**src/rtl/pll_reset_sequencer_if.sv**
```systemverilog
// pll_reset_sequencer_if
//   Bundles the PLL lock/restart inputs and the sequenced reset outputs of
//   pll_reset_sequencer.
//   master : sequencer side (consumes PLL_LOCKED/SOFT_RESET, drives resets)
//   slave  : environment side (drives PLL_LOCKED/SOFT_RESET, consumes resets)
//   Signals: PLL_LOCKED, SOFT_RESET, PLL_RESET_N, STAGE_RESET[N_STAGES],
//            READY, SEQ_STATE[2]
//   Optional: PLL_RESET_SEQ_FAULT_COUNT_EN adds FAULT_COUNT[8].
interface pll_reset_sequencer_if #(
    parameter int unsigned N_STAGES = 3
);
    logic                PLL_LOCKED;
    logic                SOFT_RESET;
    logic                PLL_RESET_N;
    logic [N_STAGES-1:0] STAGE_RESET;
    logic                READY;
    logic [1:0]          SEQ_STATE;
`ifdef PLL_RESET_SEQ_FAULT_COUNT_EN
    logic [7:0]          FAULT_COUNT;

    modport master (
        input  PLL_LOCKED, SOFT_RESET,
        output PLL_RESET_N, STAGE_RESET, READY, SEQ_STATE, FAULT_COUNT
    );
    modport slave (
        output PLL_LOCKED, SOFT_RESET,
        input  PLL_RESET_N, STAGE_RESET, READY, SEQ_STATE, FAULT_COUNT
    );
`else
    modport master (
        input  PLL_LOCKED, SOFT_RESET,
        output PLL_RESET_N, STAGE_RESET, READY, SEQ_STATE
    );
    modport slave (
        output PLL_LOCKED, SOFT_RESET,
        input  PLL_RESET_N, STAGE_RESET, READY, SEQ_STATE
    );
`endif
endinterface

```
**src/rtl/pll_reset_sequencer.sv**
```systemverilog
// pll_reset_sequencer
//   Lock-aware, restartable power-up sequencer on the 48 MHz oscillator clock.
//   Holds the PLL in reset, filters the synchronised lock flag, then releases
//   the downstream domain resets one stage at a time (bit 0 first). Lock loss,
//   lock timeout or SOFT_RESET re-run the full sequence.
//   Ports:
//     CLK_SLOW     : oscillator clock, sole clock of the block
//     RESET_SLOW_N : asynchronous active-low reset
//     seq          : pll_reset_sequencer_if.master (PLL_LOCKED, SOFT_RESET in;
//                    PLL_RESET_N, STAGE_RESET, READY, SEQ_STATE out)
//   Optional: PLL_RESET_SEQ_FAULT_COUNT_EN adds FAULT_COUNT, an 8-bit
//   saturating count of lock-loss and timeout faults.
module pll_reset_sequencer #(
    parameter int unsigned PLL_HOLD     = 16,
    parameter int unsigned LOCK_FILTER  = 1024,
    parameter int unsigned LOCK_TIMEOUT = 65535,
    parameter int unsigned STAGE_DELAY  = 64,
    parameter int unsigned N_STAGES     = 3
) (
    input logic                   CLK_SLOW,
    input logic                   RESET_SLOW_N,
    pll_reset_sequencer_if.master seq
);
    localparam logic [15:0] HOLD_LAST    = 16'(PLL_HOLD - 1);
    localparam logic [15:0] FILTER_LAST  = 16'(LOCK_FILTER - 1);
    localparam logic [15:0] TIMEOUT_LAST = 16'(LOCK_TIMEOUT - 1);
    localparam logic [15:0] DELAY_LAST   = 16'(STAGE_DELAY - 1);
    // Pattern left just before the final stage is released.
    localparam logic [N_STAGES-1:0] LAST_ONE = N_STAGES'(1) << (N_STAGES - 1);

    typedef enum logic [1:0] {
        HOLD      = 2'd0,
        WAIT_LOCK = 2'd1,
        RELEASE   = 2'd2,
        RUN       = 2'd3
    } state_t;

    state_t              state, state_d;
    logic                lock_meta, lock;
    logic                started;
    logic [15:0]         cnt, cnt_d;
    logic [15:0]         tmo, tmo_d;
    logic                pll_reset_n, pll_reset_n_d;
    logic                ready, ready_d;
    logic [N_STAGES-1:0] stage_reset, stage_reset_d;

    logic filter_done, timeout_hit, stage_due, last_stage;
    logic lock_fault, timeout_fault, restart;

    // PLL_LOCKED is asynchronous to CLK_SLOW.
    always_ff @(posedge CLK_SLOW or negedge RESET_SLOW_N) begin
        if (!RESET_SLOW_N) begin
            lock_meta <= 1'b0;
            lock      <= 1'b0;
        end else begin
            lock_meta <= seq.PLL_LOCKED;
            lock      <= lock_meta;
        end
    end

    assign filter_done   = lock && (cnt == FILTER_LAST);
    assign timeout_hit   = (tmo == TIMEOUT_LAST);
    assign stage_due     = (cnt == DELAY_LAST);
    assign last_stage    = (stage_reset == LAST_ONE);
    assign lock_fault    = ((state == RELEASE) || (state == RUN)) && !lock;
    assign timeout_fault = (state == WAIT_LOCK) && timeout_hit && !filter_done;
    // Lock loss takes precedence over a simultaneous SOFT_RESET; both restart.
    assign restart       = lock_fault || timeout_fault ||
                           (seq.SOFT_RESET && (state != HOLD));

    always_ff @(posedge CLK_SLOW or negedge RESET_SLOW_N) begin
        if (!RESET_SLOW_N) state <= HOLD;
        else               state <= state_d;
    end

    always_comb begin
        state_d = state;
        if (restart) begin
            state_d = HOLD;
        end else begin
            unique case (state)
                HOLD:      if (started && (cnt == HOLD_LAST)) state_d = WAIT_LOCK;
                WAIT_LOCK: if (filter_done) state_d = (N_STAGES == 1) ? RUN : RELEASE;
                RELEASE:   if (stage_due && last_stage) state_d = RUN;
                RUN:       state_d = RUN;
            endcase
        end
    end

    // Next values of the registered outputs and counters. Counters clear on
    // every state change; STAGE_RESET shifts left so bit 0 drops first.
    always_comb begin
        cnt_d         = cnt;
        tmo_d         = '0;
        pll_reset_n_d = pll_reset_n;
        stage_reset_d = stage_reset;
        ready_d       = ready;
        if (restart) begin
            cnt_d         = '0;
            pll_reset_n_d = 1'b0;
            stage_reset_d = '1;
            ready_d       = 1'b0;
        end else begin
            unique case (state)
                HOLD: begin
                    if (state_d == WAIT_LOCK) begin
                        cnt_d         = '0;
                        pll_reset_n_d = 1'b1;
                    end else if (started) begin
                        cnt_d = cnt + 16'd1;
                    end
                end
                WAIT_LOCK: begin
                    if (filter_done) begin
                        cnt_d         = '0;
                        stage_reset_d = stage_reset << 1;
                        ready_d       = (state_d == RUN);
                    end else begin
                        cnt_d = lock ? cnt + 16'd1 : '0;
                        tmo_d = tmo + 16'd1;
                    end
                end
                RELEASE: begin
                    if (stage_due) begin
                        cnt_d         = '0;
                        stage_reset_d = stage_reset << 1;
                        ready_d       = (state_d == RUN);
                    end else begin
                        cnt_d = cnt + 16'd1;
                    end
                end
                RUN: begin
                end
            endcase
        end
    end

    // The partial period between reset release and the first edge does not
    // count towards PLL_HOLD, so the HOLD counter starts one edge late.
    always_ff @(posedge CLK_SLOW or negedge RESET_SLOW_N) begin
        if (!RESET_SLOW_N) begin
            started     <= 1'b0;
            cnt         <= '0;
            tmo         <= '0;
            pll_reset_n <= 1'b0;
            stage_reset <= '1;
            ready       <= 1'b0;
        end else begin
            started     <= 1'b1;
            cnt         <= cnt_d;
            tmo         <= tmo_d;
            pll_reset_n <= pll_reset_n_d;
            stage_reset <= stage_reset_d;
            ready       <= ready_d;
        end
    end

    assign seq.PLL_RESET_N = pll_reset_n;
    assign seq.STAGE_RESET = stage_reset;
    assign seq.READY       = ready;
    assign seq.SEQ_STATE   = state;

`ifdef PLL_RESET_SEQ_FAULT_COUNT_EN
    logic [7:0] fault_count;

    always_ff @(posedge CLK_SLOW or negedge RESET_SLOW_N) begin
        if (!RESET_SLOW_N)
            fault_count <= '0;
        else if ((lock_fault || timeout_fault) && (fault_count != 8'hFF))
            fault_count <= fault_count + 8'd1;
    end

    assign seq.FAULT_COUNT = fault_count;
`endif
endmodule

```
**src/flat_wrapper.sv**
```systemverilog
// flat-port wrapper written by rule: the top's interface ports become plain ports
module pll_reset_sequencer_flat 
#(
    parameter int unsigned PLL_HOLD     = 16,
    parameter int unsigned LOCK_FILTER  = 1024,
    parameter int unsigned LOCK_TIMEOUT = 65535,
    parameter int unsigned STAGE_DELAY  = 64,
    parameter int unsigned N_STAGES     = 3
)
  (CLK_SLOW, RESET_SLOW_N, seq_PLL_LOCKED, seq_SOFT_RESET, seq_PLL_RESET_N, seq_STAGE_RESET, seq_READY, seq_SEQ_STATE);
  pll_reset_sequencer_if #(.N_STAGES(N_STAGES)) seq_i ();
  input logic CLK_SLOW;
  input logic RESET_SLOW_N;
  input wire logic [$bits(seq_i.PLL_LOCKED)-1:0] seq_PLL_LOCKED;
  input wire logic [$bits(seq_i.SOFT_RESET)-1:0] seq_SOFT_RESET;
  output wire logic [$bits(seq_i.PLL_RESET_N)-1:0] seq_PLL_RESET_N;
  output wire logic [$bits(seq_i.STAGE_RESET)-1:0] seq_STAGE_RESET;
  output wire logic [$bits(seq_i.READY)-1:0] seq_READY;
  output wire logic [$bits(seq_i.SEQ_STATE)-1:0] seq_SEQ_STATE;
  assign seq_i.PLL_LOCKED = seq_PLL_LOCKED;
  assign seq_i.SOFT_RESET = seq_SOFT_RESET;
  assign seq_PLL_RESET_N = seq_i.PLL_RESET_N;
  assign seq_STAGE_RESET = seq_i.STAGE_RESET;
  assign seq_READY = seq_i.READY;
  assign seq_SEQ_STATE = seq_i.SEQ_STATE;
  pll_reset_sequencer #(.PLL_HOLD(PLL_HOLD), .LOCK_FILTER(LOCK_FILTER), .LOCK_TIMEOUT(LOCK_TIMEOUT), .STAGE_DELAY(STAGE_DELAY), .N_STAGES(N_STAGES)) u_core (.CLK_SLOW(CLK_SLOW), .RESET_SLOW_N(RESET_SLOW_N), .seq(seq_i));
endmodule
```
**config.mk**
```make
export PLATFORM = sky130hd
export DESIGN_NAME = pll_reset_sequencer_flat
export DESIGN_NICKNAME = d
export VERILOG_FILES = /design/src/rtl/pll_reset_sequencer_if.sv /design/src/rtl/pll_reset_sequencer.sv /design/src/flat_wrapper.sv
export SDC_FILE = /design/constraint.sdc
export NUM_CORES = 1
export LEC_CHECK = 0
export BUFFER_PORTS_ARGS = -buffer_cell sky130_fd_sc_hd__buf_2
export CAP_MARGIN = 25
export CORE_MARGIN = 4
export CORE_UTILIZATION = 50
export CTS_CLUSTER_DIAMETER = 120
export DETAILED_ROUTE_END_ITERATION = 10
export GPL_TIMING_DRIVEN = 0
export PLACE_DENSITY = 0.67
export SETUP_SLACK_MARGIN = 0.05
export SLEW_MARGIN = 20
export SYNTH_ARGS = -nofsm -noshare
export SYNTH_HDL_FRONTEND = slang
export SYNTH_SLANG_ARGS = --single-unit
```
**constraint.sdc**
```tcl
create_clock -name CLK_SLOW -period 3.1 [get_ports CLK_SLOW]
set_input_delay 0.62 -clock CLK_SLOW [delete_from_list [all_inputs] [get_ports CLK_SLOW]]
set_output_delay 0.62 -clock CLK_SLOW [all_outputs]
set_load 0.005 [all_outputs]
```
==> out/metrics.cfg <==
[clock_tree]
clock_latency_ns=0.29
cts_root_buffer=clkbuf_8
path_clk_slew_ns=0.09
post_cts_buffers=0
htreeDepth=2
cts_buffer_depth=2
hold_buffers=0
cts_tree=yes
clock-sinks=42
ctsResizeCount=0
cts_buffers=5

[logic_synthesis]
yosysWarnings=0
yosysTopAreaCell=dfrtp_1
synth-seq-cells=42
syn_nets=285
synth-seq-area-share_pct=41.3
avgSynthCellArea_um2=9.32
synth_edf_count=0
syn_inst=274
syn_area_um2=2550
async_reset_ff_share_pct=100
synth_top_area_share_pct=38.2
synth-main-ff-cell=dfrtp_1
synth_cell_types=56
synth.area.top_cells=dfrtp_1 (38%), nand2_1 (5.0%), nor2_1 (4.6%)

[die]
die_h_um=79.5
die_w_um=79.5
rows=25
dieArea_um2=6310
initial_utilization_pct=52.7
io_pins=11
core_um2=4850

[sta]
worstMarginPinSlew_ns=0.551
fin_hold_ws_ns=0.265
finalCriticalPeriod_ns=2.66
clock_skew_ns=0.00522
fmax_mhz=376
fin_ws_ns=0.442
slew_viol_final=0
setup_viol=0
relSlewSlack_pct=63.3
min_period_over_period_pct=85.7
rsz0062_at_grt=false
setup_tns_ns=0
finalHoldViolCount=0

[grt]
grt_pass1_vias=1956
overflow=0
grt_pass1_wl_um=9430
grt_start_max_net_pins=43
grt_antenna_before_repair=0
grt.total_usage_pct=18.7

[placed_design]
gp_congestion=0.909
dp.final_hpwl_um=3860
place_ws_ns=0.518
io_buffers=10

[detailed_routing]
wl_met3_um=144
wl_met1_um=2830
top_layer_used=met4
routedWlPerCell_um=15.0
drt-total-wl_um=5390
firstDrtPassIters=4
viasPerCell=5.71
drtAntennaViolNets=0
drc=0
drt_iter0_drc=134
vias=2054
route.met2.wl_um=2340

[flow_run]
maxCapViolations=0

[worst_setup_path]
cp-end-kind=register
required_ns=3.26
crit_fanout=9
start_kind=register
worstPathArrival_ns=2.82
rrSetupSlack_ns=0.44
r2r_start=u_core.cnt[0]
reg2reg_to=u_core.cnt[11]
critPathKind=register to register
r2r_cells=7

[pwr]
ir_drop_uv=309
power_density_nw_per_um2=649
p_total_mw=1.82
p_leak_nw=1.15

[finish]
syn_to_final_growth_pct=9.99
drive_gt1_share_pct=16.7
diodes=0
num-fill-cells=434
nNetsFinal=303
final_cell_mix=dfrtp_1 (39), nand2_1 (34), nor2_1 (31)
layout_commonest_cell=dfrtp_1

[worst_hold_path]
min_path_type=input port to asynchronous set/reset pin

[outcome]
outcome=finished, final reports clean

==> worst max-delay path, cell delays in order (launching register included) <==
cell	delay [ns]
dfrtp_1	0.42
ha_1	0.26
nand4_1	0.16
or2_1	0.32
o311ai_2	0.52
nand2_1	0.42
o211ai_4	0.25
o221ai_1	0.17
==> cells by family after synthesis <==
logic type,Yosys count,share of synthesized area (%)
AO/OA/AOI/OAI,61,20.9
other,1,0.147
flip-flops,42,41.3
AND/OR/NAND/NOR,128,25.4
buffers and inverters,21,4.07
adder cells (fa/ha/maj),7,3.43
XOR/XNOR,14,4.80
==> report_power, final <==
| part | switching, mW | internal [mW] | total (mW) |
|---|---|---|---|
| Sequential | 0.0696 | 0.632 | 0.702 |
| Combinational | 0.499 | 0.254 | 0.753 |
| Clock | 0.205 | 0.163 | 0.368 |
==> layout make-up <==
class	count	area, um^2	share of cell area, %
plain buffers	11	66.3	2.36
clock buffers	5	68.8	2.45
clock inverters	3	25.0	0.891
inverters	10	37.5	1.34
multi-input cells	211	1400	49.7
flip-flops and latches	42	1050	37.6
well taps	67	83.8	2.98
repair buffers	11	77.6	2.76
==> synthesized netlist by cell type (6+ instances only) <==
cell / n
nand3_1: 14
xor2_1: 7
o211ai_2: 6
nor2_1: 31
nand4_1: 7
nor3_1: 6
xnor2_1: 7
dfrtp_1: 39
ha_1: 7
nand2_1: 34
inv_1: 10
nand2b_1: 6
or3_1: 7
o211ai_1: 13
==> routing by layer <==
| metal | global-route usage (%) | vias to the layer above |
|---|---|---|
| met2 | 29.0 | 29 |
| li1 | - | 1034 |
| met3 | 2.82 | 8 |
| met4 | 5.67 | 0 |
| met5 | 0 | - |
| met1 | 27.0 | 983 |
==> flip-flops by register name, indices dropped and copies added (netlist names) <==
signal / cells
u_core.lock_meta: 1
u_core.lock: 1
u_core.started: 1
u_core.cnt: 16
u_core.tmo: 16
u_core.seq.STAGE_RESET: 3
u_core.seq.SEQ_STATE: 2
u_core.seq.READY: 1
u_core.seq.PLL_RESET_N: 1
==> how the worst max path moves through the flow <==
| stage | startpoint | to | slack [ns] | depth (start not counted) |
|---|---|---|---|---|
| 6_report | u_core.cnt[0] | u_core.cnt[11] | 0.44 | 7 |
| 5_1_grt | u_core.seq.SEQ_STATE[0] | u_core.cnt[13] | 0.26 | 8 |
| 4_1_cts | u_core.cnt[0] | u_core.cnt[11] | 0.50 | 7 |
| 3_5_place_dp | u_core.cnt[0] | u_core.cnt[11] | 0.52 | 7 |
| 3_3_place_gp | u_core.seq.SEQ_STATE[0] | u_core.cnt[13] | 0.51 | 8 |
| 2_1_floorplan | u_core.cnt[0] | u_core.cnt[15] | 0.89 | 9 |
==> through the flow <==
| stage | std cells | cell area (um^2) | utilization [%] |
|---|---|---|---|
| after CTS | 359 | 2780 | 57.4 |
| after floorplan | 274 | 2550 | - |
| after global placement | 351 | 2690 | 55.4 |
| after detailed placement | 351 | 2690 | 55.4 |
| final | 360 | 2810 | 57.9 |
| after global routing | 360 | 2810 | 57.9 |
No activity file was read; power rests on OpenSTA's default activity.
